File: config.mk
export PLATFORM = sky130hd
export DESIGN_NAME = uart_rx_flat
export DESIGN_NICKNAME = d
export VERILOG_FILES = /design/src/rtl/uart_rx_if.sv /design/src/rtl/uart_rx.sv /design/src/flat_wrapper.sv
export SDC_FILE = /design/constraint.sdc
export NUM_CORES = 1
export LEC_CHECK = 0
export BUFFER_PORTS_ARGS = -buffer_cell sky130_fd_sc_hd__buf_2
export CORE_AREA = 10 10 78 80
export CTS_CLUSTER_DIAMETER = 30
export CTS_CLUSTER_SIZE = 8
export DETAILED_ROUTE_END_ITERATION = 16
export DIE_AREA = 0 0 88 90
export SETUP_SLACK_MARGIN = 0.1
export SLEW_MARGIN = 20
export SYNTH_ARGS = -nofsm -noshare
export SYNTH_HDL_FRONTEND = slang
export SYNTH_SLANG_ARGS = --single-unit
File: constraint.sdc
create_clock -name clk -period 2.06 [get_ports clk]
set_input_delay 0.412 -clock clk [delete_from_list [all_inputs] [get_ports clk]]
set_output_delay 0.412 -clock clk [all_outputs]
set_load 0.1 [all_outputs]
File: src/rtl/uart_rx_if.sv
// uart_rx_if: serial-side inputs and parallel-side results of the UART receiver.
// master = tick generator / line driver side, slave = the receiver itself.
interface uart_rx_if #(
  parameter int DBIT = 8
);
  logic            s_tick;
  logic            rx;
  logic [DBIT-1:0] dout;
  logic            rx_done;
  logic            frame_err;
  logic            parity_err;

  modport master (
    output s_tick, rx,
    input  dout, rx_done, frame_err, parity_err
  );

  modport slave (
    input  s_tick, rx,
    output dout, rx_done, frame_err, parity_err
  );
endinterface

File: src/rtl/uart_rx.sv
// uart_rx: 16x-oversampled UART receiver with start-glitch rejection and framing check.
// Define UART_RX_PARITY_EN to expect one parity bit (sense set by PAR_ODD) after the data.
module uart_rx #(
  parameter int DBIT    = 8,
  parameter int SB_TICK = 16,
  parameter int PAR_ODD = 0
) (
  input logic      clk,
  input logic      rst,
  uart_rx_if.slave bus
);
  localparam int SW = ($clog2(SB_TICK) > 4) ? $clog2(SB_TICK) : 4;
  localparam int NW = ($clog2(DBIT) > 1) ? $clog2(DBIT) : 1;
  localparam logic [SW-1:0] TICK_MID  = SW'(7);
  localparam logic [SW-1:0] TICK_END  = SW'(15);
  localparam logic [SW-1:0] TICK_STOP = SW'(SB_TICK - 1);
  localparam logic [NW-1:0] N_LAST    = NW'(DBIT - 1);

`ifdef UART_RX_PARITY_EN
  typedef enum logic [2:0] {S_IDLE, S_START, S_DATA, S_PARITY, S_STOP} state_e;
`else
  typedef enum logic [1:0] {S_IDLE, S_START, S_DATA, S_STOP} state_e;
`endif

  state_e          state_q, state_d;
  logic [SW-1:0]   s_q, s_d;
  logic [NW-1:0]   n_q, n_d;
  logic [DBIT-1:0] b_q, b_d;
  logic [1:0]      sync_q;
  logic [DBIT-1:0] dout_q;
  logic            done_q, done_d;
  logic            ferr_q;
  logic            rx_s;

  assign rx_s = sync_q[1];

  always_ff @(posedge clk or posedge rst) begin
    if (rst) begin
      state_q <= S_IDLE;
      s_q     <= '0;
      n_q     <= '0;
      b_q     <= '0;
      sync_q  <= 2'b11;
      dout_q  <= '0;
      done_q  <= 1'b0;
      ferr_q  <= 1'b0;
    end else begin
      state_q <= state_d;
      s_q     <= s_d;
      n_q     <= n_d;
      b_q     <= b_d;
      sync_q  <= {sync_q[0], bus.rx};
      done_q  <= done_d;
      if (done_d) begin
        dout_q <= b_q;
        ferr_q <= ~rx_s;
      end
    end
  end

`ifdef UART_RX_PARITY_EN
  logic par_q, par_d;
  logic perr_q, perr_d;

  always_ff @(posedge clk or posedge rst) begin
    if (rst) begin
      par_q  <= 1'b0;
      perr_q <= 1'b0;
    end else begin
      par_q <= par_d;
      if (done_d) perr_q <= perr_d;
    end
  end

  assign bus.parity_err = perr_q;
`else
  assign bus.parity_err = 1'b0 & 1'(PAR_ODD);
`endif

  always_comb begin
    state_d = state_q;
    s_d     = s_q;
    n_d     = n_q;
    b_d     = b_q;
`ifdef UART_RX_PARITY_EN
    par_d   = par_q;
`endif
    case (state_q)
      S_IDLE: begin
        if (!rx_s) begin
          state_d = S_START;
          s_d     = '0;
        end
      end
      S_START: begin
        // a start bit that is gone by its centre was a glitch
        if (bus.s_tick) begin
          if (s_q == TICK_MID) begin
            if (!rx_s) begin
              state_d = S_DATA;
              s_d     = '0;
              n_d     = '0;
            end else begin
              state_d = S_IDLE;
            end
          end else begin
            s_d = s_q + SW'(1);
          end
        end
      end
      S_DATA: begin
        if (bus.s_tick) begin
          if (s_q == TICK_END) begin
            b_d = {rx_s, b_q[DBIT-1:1]};
            s_d = '0;
            if (n_q == N_LAST) begin
`ifdef UART_RX_PARITY_EN
              state_d = S_PARITY;
`else
              state_d = S_STOP;
`endif
            end else begin
              n_d = n_q + NW'(1);
            end
          end else begin
            s_d = s_q + SW'(1);
          end
        end
      end
`ifdef UART_RX_PARITY_EN
      S_PARITY: begin
        if (bus.s_tick) begin
          if (s_q == TICK_END) begin
            par_d   = rx_s;
            s_d     = '0;
            state_d = S_STOP;
          end else begin
            s_d = s_q + SW'(1);
          end
        end
      end
`endif
      S_STOP: begin
        if (bus.s_tick) begin
          if (s_q == TICK_STOP) begin
            state_d = S_IDLE;
            s_d     = '0;
          end else begin
            s_d = s_q + SW'(1);
          end
        end
      end
      default: state_d = S_IDLE;
    endcase
  end

  always_comb begin
    done_d = (state_q == S_STOP) && bus.s_tick && (s_q == TICK_STOP);
`ifdef UART_RX_PARITY_EN
    perr_d = ((^b_q) ^ par_q) != 1'(PAR_ODD);
`endif
  end

  assign bus.dout      = dout_q;
  assign bus.rx_done   = done_q;
  assign bus.frame_err = ferr_q;
endmodule

File: src/flat_wrapper.sv
// flat-port wrapper written by rule: the top's interface ports become plain ports
module uart_rx_flat 
#(
  parameter int DBIT    = 8,
  parameter int SB_TICK = 16,
  parameter int PAR_ODD = 0
)
  (clk, rst, bus_s_tick, bus_rx, bus_dout, bus_rx_done, bus_frame_err, bus_parity_err);
  uart_rx_if #(.DBIT(DBIT)) bus_i ();
  input logic clk;
  input logic rst;
  input wire logic [$bits(bus_i.s_tick)-1:0] bus_s_tick;
  input wire logic [$bits(bus_i.rx)-1:0] bus_rx;
  output wire logic [$bits(bus_i.dout)-1:0] bus_dout;
  output wire logic [$bits(bus_i.rx_done)-1:0] bus_rx_done;
  output wire logic [$bits(bus_i.frame_err)-1:0] bus_frame_err;
  output wire logic [$bits(bus_i.parity_err)-1:0] bus_parity_err;
  assign bus_i.s_tick = bus_s_tick;
  assign bus_i.rx = bus_rx;
  assign bus_dout = bus_i.dout;
  assign bus_rx_done = bus_i.rx_done;
  assign bus_frame_err = bus_i.frame_err;
  assign bus_parity_err = bus_i.parity_err;
  uart_rx #(.DBIT(DBIT), .SB_TICK(SB_TICK), .PAR_ODD(PAR_ODD)) u_core (.clk(clk), .rst(rst), .bus(bus_i));
endmodule
# --- After elaboration in Yosys (flattened, before gate mapping) ---
# Cells that the tools add are included.
word_totals:
  reg_bits: 29
  output_inout_bits: 11
op_classes:
  bitwise: 1
  eq_ne: 17
  add_sub_neg: 2
  muxes: 23
  reduce_logical: 9
op_table:
  columns: ["cell", "n"]
  rows:
  - ["4-bit two-way mux", 5]
  - ["2-bit two-way mux", 9]
  - ["3-bit two-way mux", 6]
  - ["2-bit != test, second input constant", 6]
  - ["4-bit one-hot mux with 3 select lines", 1]
  - ["2-bit by 1-bit != test with 1-bit output, second input constant", 5]
  - ["2-bit one-hot mux with 4 select lines", 1]
  - ["8-bit AND reduction", 1]
  - ["7-bit AND reduction", 1]
  - ["3-bit one-hot mux with 2 select lines", 1]
  - ["4-bit by 1-bit adder with 4-bit output, second input constant", 1]
  - ["2-bit == test, second input constant", 2]
  - ["4-bit by 3-bit == test with 1-bit output, second input constant", 1]
  - ["4-bit == test, second input constant", 1]
  - ["3-bit by 1-bit adder with 3-bit output, second input constant", 1]
  - ["3-bit == test, second input constant", 1]
  - ["3-bit AND reduction", 1]
  - ["2-bit by 1-bit == test with 1-bit output, second input constant", 1]
  - ["1-bit logical AND", 2]
  - ["2-bit zero test", 1]
  - ["2-bit AND reduction", 1]
  - ["2-bit nonzero test", 1]
  - ["2-bit OR reduction", 1]
  - ["1-bit NOT", 1]

# --- Longest topological paths before layout ---
logic_depth:
  ltp_word: 5
  depth_mapped: 6
  ltp_nobuf: 6

# --- Worst setup path after synthesis ---
# OpenSTA, ideal clock, no wires.
synth_path:
  kind: "reg2reg"
  start: "reg u_core.s_q[0]"
  end: "reg u_core.dout_q[0] (netlist: u_core.bus.dout[0])"
  t_arrival_ns: 1.569
  path_stages_with_launch: 5
  setup_slack_ns: 0.365
  n_path_buf: 0
  setup_ns: 0.125
  period_less_slack_ns: 1.695
  path_cell_list: "dfrtp_1 ha_1 nand2_2 nor4_4 mux2_2"
synth_via:
  elab_chain_len: 2
synth_lines:
  columns: ["element", "line_no", "source"]
  rows:
  - ["from (decl)", "uart_rx.sv:26", "logic [SW-1:0] s_q, s_d;"]
  - ["from (signal assigned)", "uart_rx.sv:40", "s_q <= '0;"]
  - ["from (signal assigned)", "uart_rx.sv:49", "s_q <= s_d;"]
  - ["4-bit == test", "uart_rx.sv:158", "done_d = (state_q == S_STOP) && bus.s_tick && (s_q == TICK_STOP);"]
  - ["1-bit logical AND", "uart_rx.sv:158", null]
  - ["net u_core.done_d", "uart_rx.sv:31", "logic done_q, done_d;"]
  - ["to (signal assigned)", "uart_rx.sv:55", "dout_q <= b_q;"]
  - ["to (decl)", "uart_rx.sv:30", "logic [DBIT-1:0] dout_q;"]
# The timed path passes the listed nets, and every way through them passes these cells.
# A chain may end at the register's enable or synchronous reset.

# --- Final worst setup path ---
layout_path:
  start: "reg u_core.s_q[0]"
  end: "reg u_core.b_q[5]"
layout_via:
  elab_chain_len: 2
layout_lines:
  columns: ["element", "line_no", "source"]
  rows:
  - ["4-bit == test", "uart_rx.sv:113", "if (s_q == TICK_END) begin"]
  - ["3-bit AND reduction (no source line)", null, null]
  - ["to (signal assigned)", "uart_rx.sv:42", "b_q <= '0;"]
  - ["to (signal assigned)", "uart_rx.sv:51", "b_q <= b_d;"]
  - ["to (decl)", "uart_rx.sv:28", "logic [DBIT-1:0] b_q, b_d;"]
# Every way passes these cells.

==> key figures <==
Routing
  • Starting DRT DRC Count: 91
  • Via count: 884
  • Routed Antenna Nets: 0
  • Final wirelength: 2.50 mm
  • Vias/cell: 5.05
  • TritonRoute pass-1 iters: 4
  • # DRC: 0
  • Average wire per standard cell: 14.3 µm

CTS
  • H-tree Lvls: 2
  • Post-cts sizing count: 0
  • Clock transition at path regs: 0.06 ns
  • Post-CTS Setup Repair Bufs: 0
  • Total clock buffers created by CTS: 5
  • Worst skew pair latency: 0.28 ns
  • Clock Tree Buf Depth: 2
  • Hold Buf Count CTS: 0
  • CTS sink count: 29
  • TritonCTS clock tree: done
  • Clk root buf: clkbuf_8

Synthesis
  • Top post-synthesis cells by count: dfrtp_1, mux2_2
  • Post-synth EDFFs: 0
  • Mean area per synthesized cell: 12.9 µm²
  • Yosys warns: 0
  • Async set or reset register ratio after synthesis: 100%
  • Largest area contributor in the netlist: dfrtp_1
  • #FFs+latches synth: 29
  • Mapped Area: 1330 µm²
  • Most common cell in the netlist: dfrtp_1
  • Post-synth cell types: 33
  • Top_reg_cell synth: dfrtp_1
  • Syn nets: 110
  • Seq/Total Area, Yosys: 54.8%
  • Share of the synthesized area in the top cell type: 50.8%
  • Top cells by area, synth: dfrtp_1, mux2_2, dfstp_2
  • Synth Instances: 103

Worst setup path
  • Crit path kind: flip-flop to flip-flop
  • Data arrival time of the worst path: 2.00 ns
  • CP Launch Type: flip-flop
  • Critical Path RT: 2.22 ns
  • R2R cell count: 4
  • CP Capture Type: flip-flop
  • Crit-path max FO: 8

Floorplan
  • Initial Utilization: 28.9%
  • Ports: 15
  • Core area: 4600 µm²
  • Die Ht: 90 µm
  • Row Count: 25
  • Die width: 88 µm
  • Die area: 7920 µm²

STA
  • # setup viols final: 0
  • Final min period: 1.84 ns
  • RSZ-0062 raised after global routing: no
  • Final Hold Viols: 0
  • Period utilization: 89.2%
  • Setup TNS: 0 ns
  • Final Max Slew Viols: 0
  • Rel. slew slack: 64.9%
  • Hold Slack: 0.186 ns
  • Peak Freq: 544 MHz
  • Worst-margin pin slew: 0.523 ns
  • Skew final: 0.00341 ns

Global routing
  • Vias in the first global route: 968
  • Initial antenna violation count: 0
  • All-layer global routing usage: 6.95%
  • Gr ovfl total: 0
  • First-pass GRT wire length: 4.44 mm
  • Largest net degree at the start of global routing: 30

Placed design
  • Dpl hpwl: 1.80 mm
  • Port buffer count: 13
  • Final Wtd Congestion: 0.741

Finish
  • Nets: 127
  • Area grow syn2layout: 15.3%
  • Layout cells sized above 1: 41.3%
  • Antenna fix cells: 0

Pwr
  • Leakage power: 0.757 nW
  • PwrDens: 1050 nW/µm²
  • Peak VDD IR: 0.452 mV

Outcome
  • Status: finished clean

Job
  • Max-cap violations: 0

Hold path
  • Hold Path Class: input port to asynchronous set/reset pin
metrics by stage:
| step | std cells | instance area [µm²] | utilization, % | setup WS [ns] | total power [W] |
|---|---|---|---|---|---|
| 2_1_floorplan | 103 | 1330 | - | 0.365 | 0.00112 |
| 3_3_place_gp | 167 | 1440 | 31.3 | 0.290 | 0.00114 |
| 3_5_place_dp | 167 | 1440 | 31.3 | 0.233 | 0.00116 |
| 4_1_cts | 175 | 1520 | 33.1 | 0.228 | 0.00161 |
| 5_1_grt | 175 | 1530 | 33.3 | 0.102 | 0.00171 |
| 6_report | 175 | 1530 | 33.3 | 0.222 | 0.00161 |
cell families (layout without fill, tap and decap cells):
family / count (synthesis) / count (layout) / synth area share, %
DFF: 29 / 29 / 54.8
and+or+nand+nor: 23 / 23 / 12.0
AOI/OAI and AO/OA: 19 / 19 / 10.5
muxes: 18 / 18 / 15.3
buffers and inverters: 10 / 28 / 4.33
adders and majority gates: 3 / 3 / 2.83
other: 1 / 1 / 0.282
where the power goes:
part	total (W)	switching, W	internal (W)
Combinational	0.000397	0.000253	0.000144
Sequential	0.000775	0.000131	0.000645
Clock	0.000440	0.000207	0.000233
state kept, by name (all words and copies together), names as in the netlist, named ones only:
name / cells
u_core.b_q: 8
u_core.bus.dout: 8
u_core.s_q: 4
u_core.n_q: 3
u_core.sync_q: 2
u_core.bus.frame_err: 1
u_core.bus.rx_done: 1
u_core.state_q: 1
routing by layer:
metal,track usage (%),part of all wire [%]
met4,3.32,1.4
met2,10.6,49
met5,0,0
met3,2.89,5.3
met1,8.11,45
final cells by class:
class | instances | area [µm²]
Clock buffer | 6 | 72.6
Clock inverter | 2 | 10.0
Fill cell | 449 | 3070
Inverter | 5 | 18.8
Multi-Input combinational cell | 64 | 556
Sequential cell | 29 | 728
Tap cell | 54 | 67.6
Timing Repair Buffer | 15 | 80.1
path summary, 6_finish.rpt:
kind / start / to / slack (ns)
hold / removal: rst / u_core.b_q[1]$_DFFE_PP0P_ / 0.19
min in group clk: bus_rx / u_core.sync_q[0]$_DFF_PP1_ / 0.23
hold reg to reg: u_core.sync_q[0]$_DFF_PP1_ / u_core.sync_q[1]$_DFF_PP1_ / 0.35
setup / recovery: u_core.s_q[0]$_DFFE_PP0P_ / u_core.b_q[5]$_DFFE_PP0P_ / 0.22
setup reg to reg: u_core.s_q[0]$_DFFE_PP0P_ / u_core.b_q[5]$_DFFE_PP0P_ / 0.22
max in group asynchronous: rst / u_core.sync_q[1]$_DFF_PP1_ / 1.56
layout by cell type (no fill, tap or decap), drive strengths merged, types with 2 or more instances in the layout:
master	n
clkbuf	6
nor4	3
clkinv	2
nor3	2
a31oi	4
o21ai	4
dfstp	2
nor2	3
a21oi	2
ha	3
nand2	5
nor3b	2
mux2	18
a22o	3
inv	5
and3	2
dfrtp	27
buf	15
nand3	2
worst max-delay path, cell delays in order, from the launching register on:
cell	delay (ns)
dfrtp_1	0.41
ha_1	0.29
nand2_2	0.14
nor4_4	0.49
mux2_2	0.40
Power figures use the tool's default switching activity.
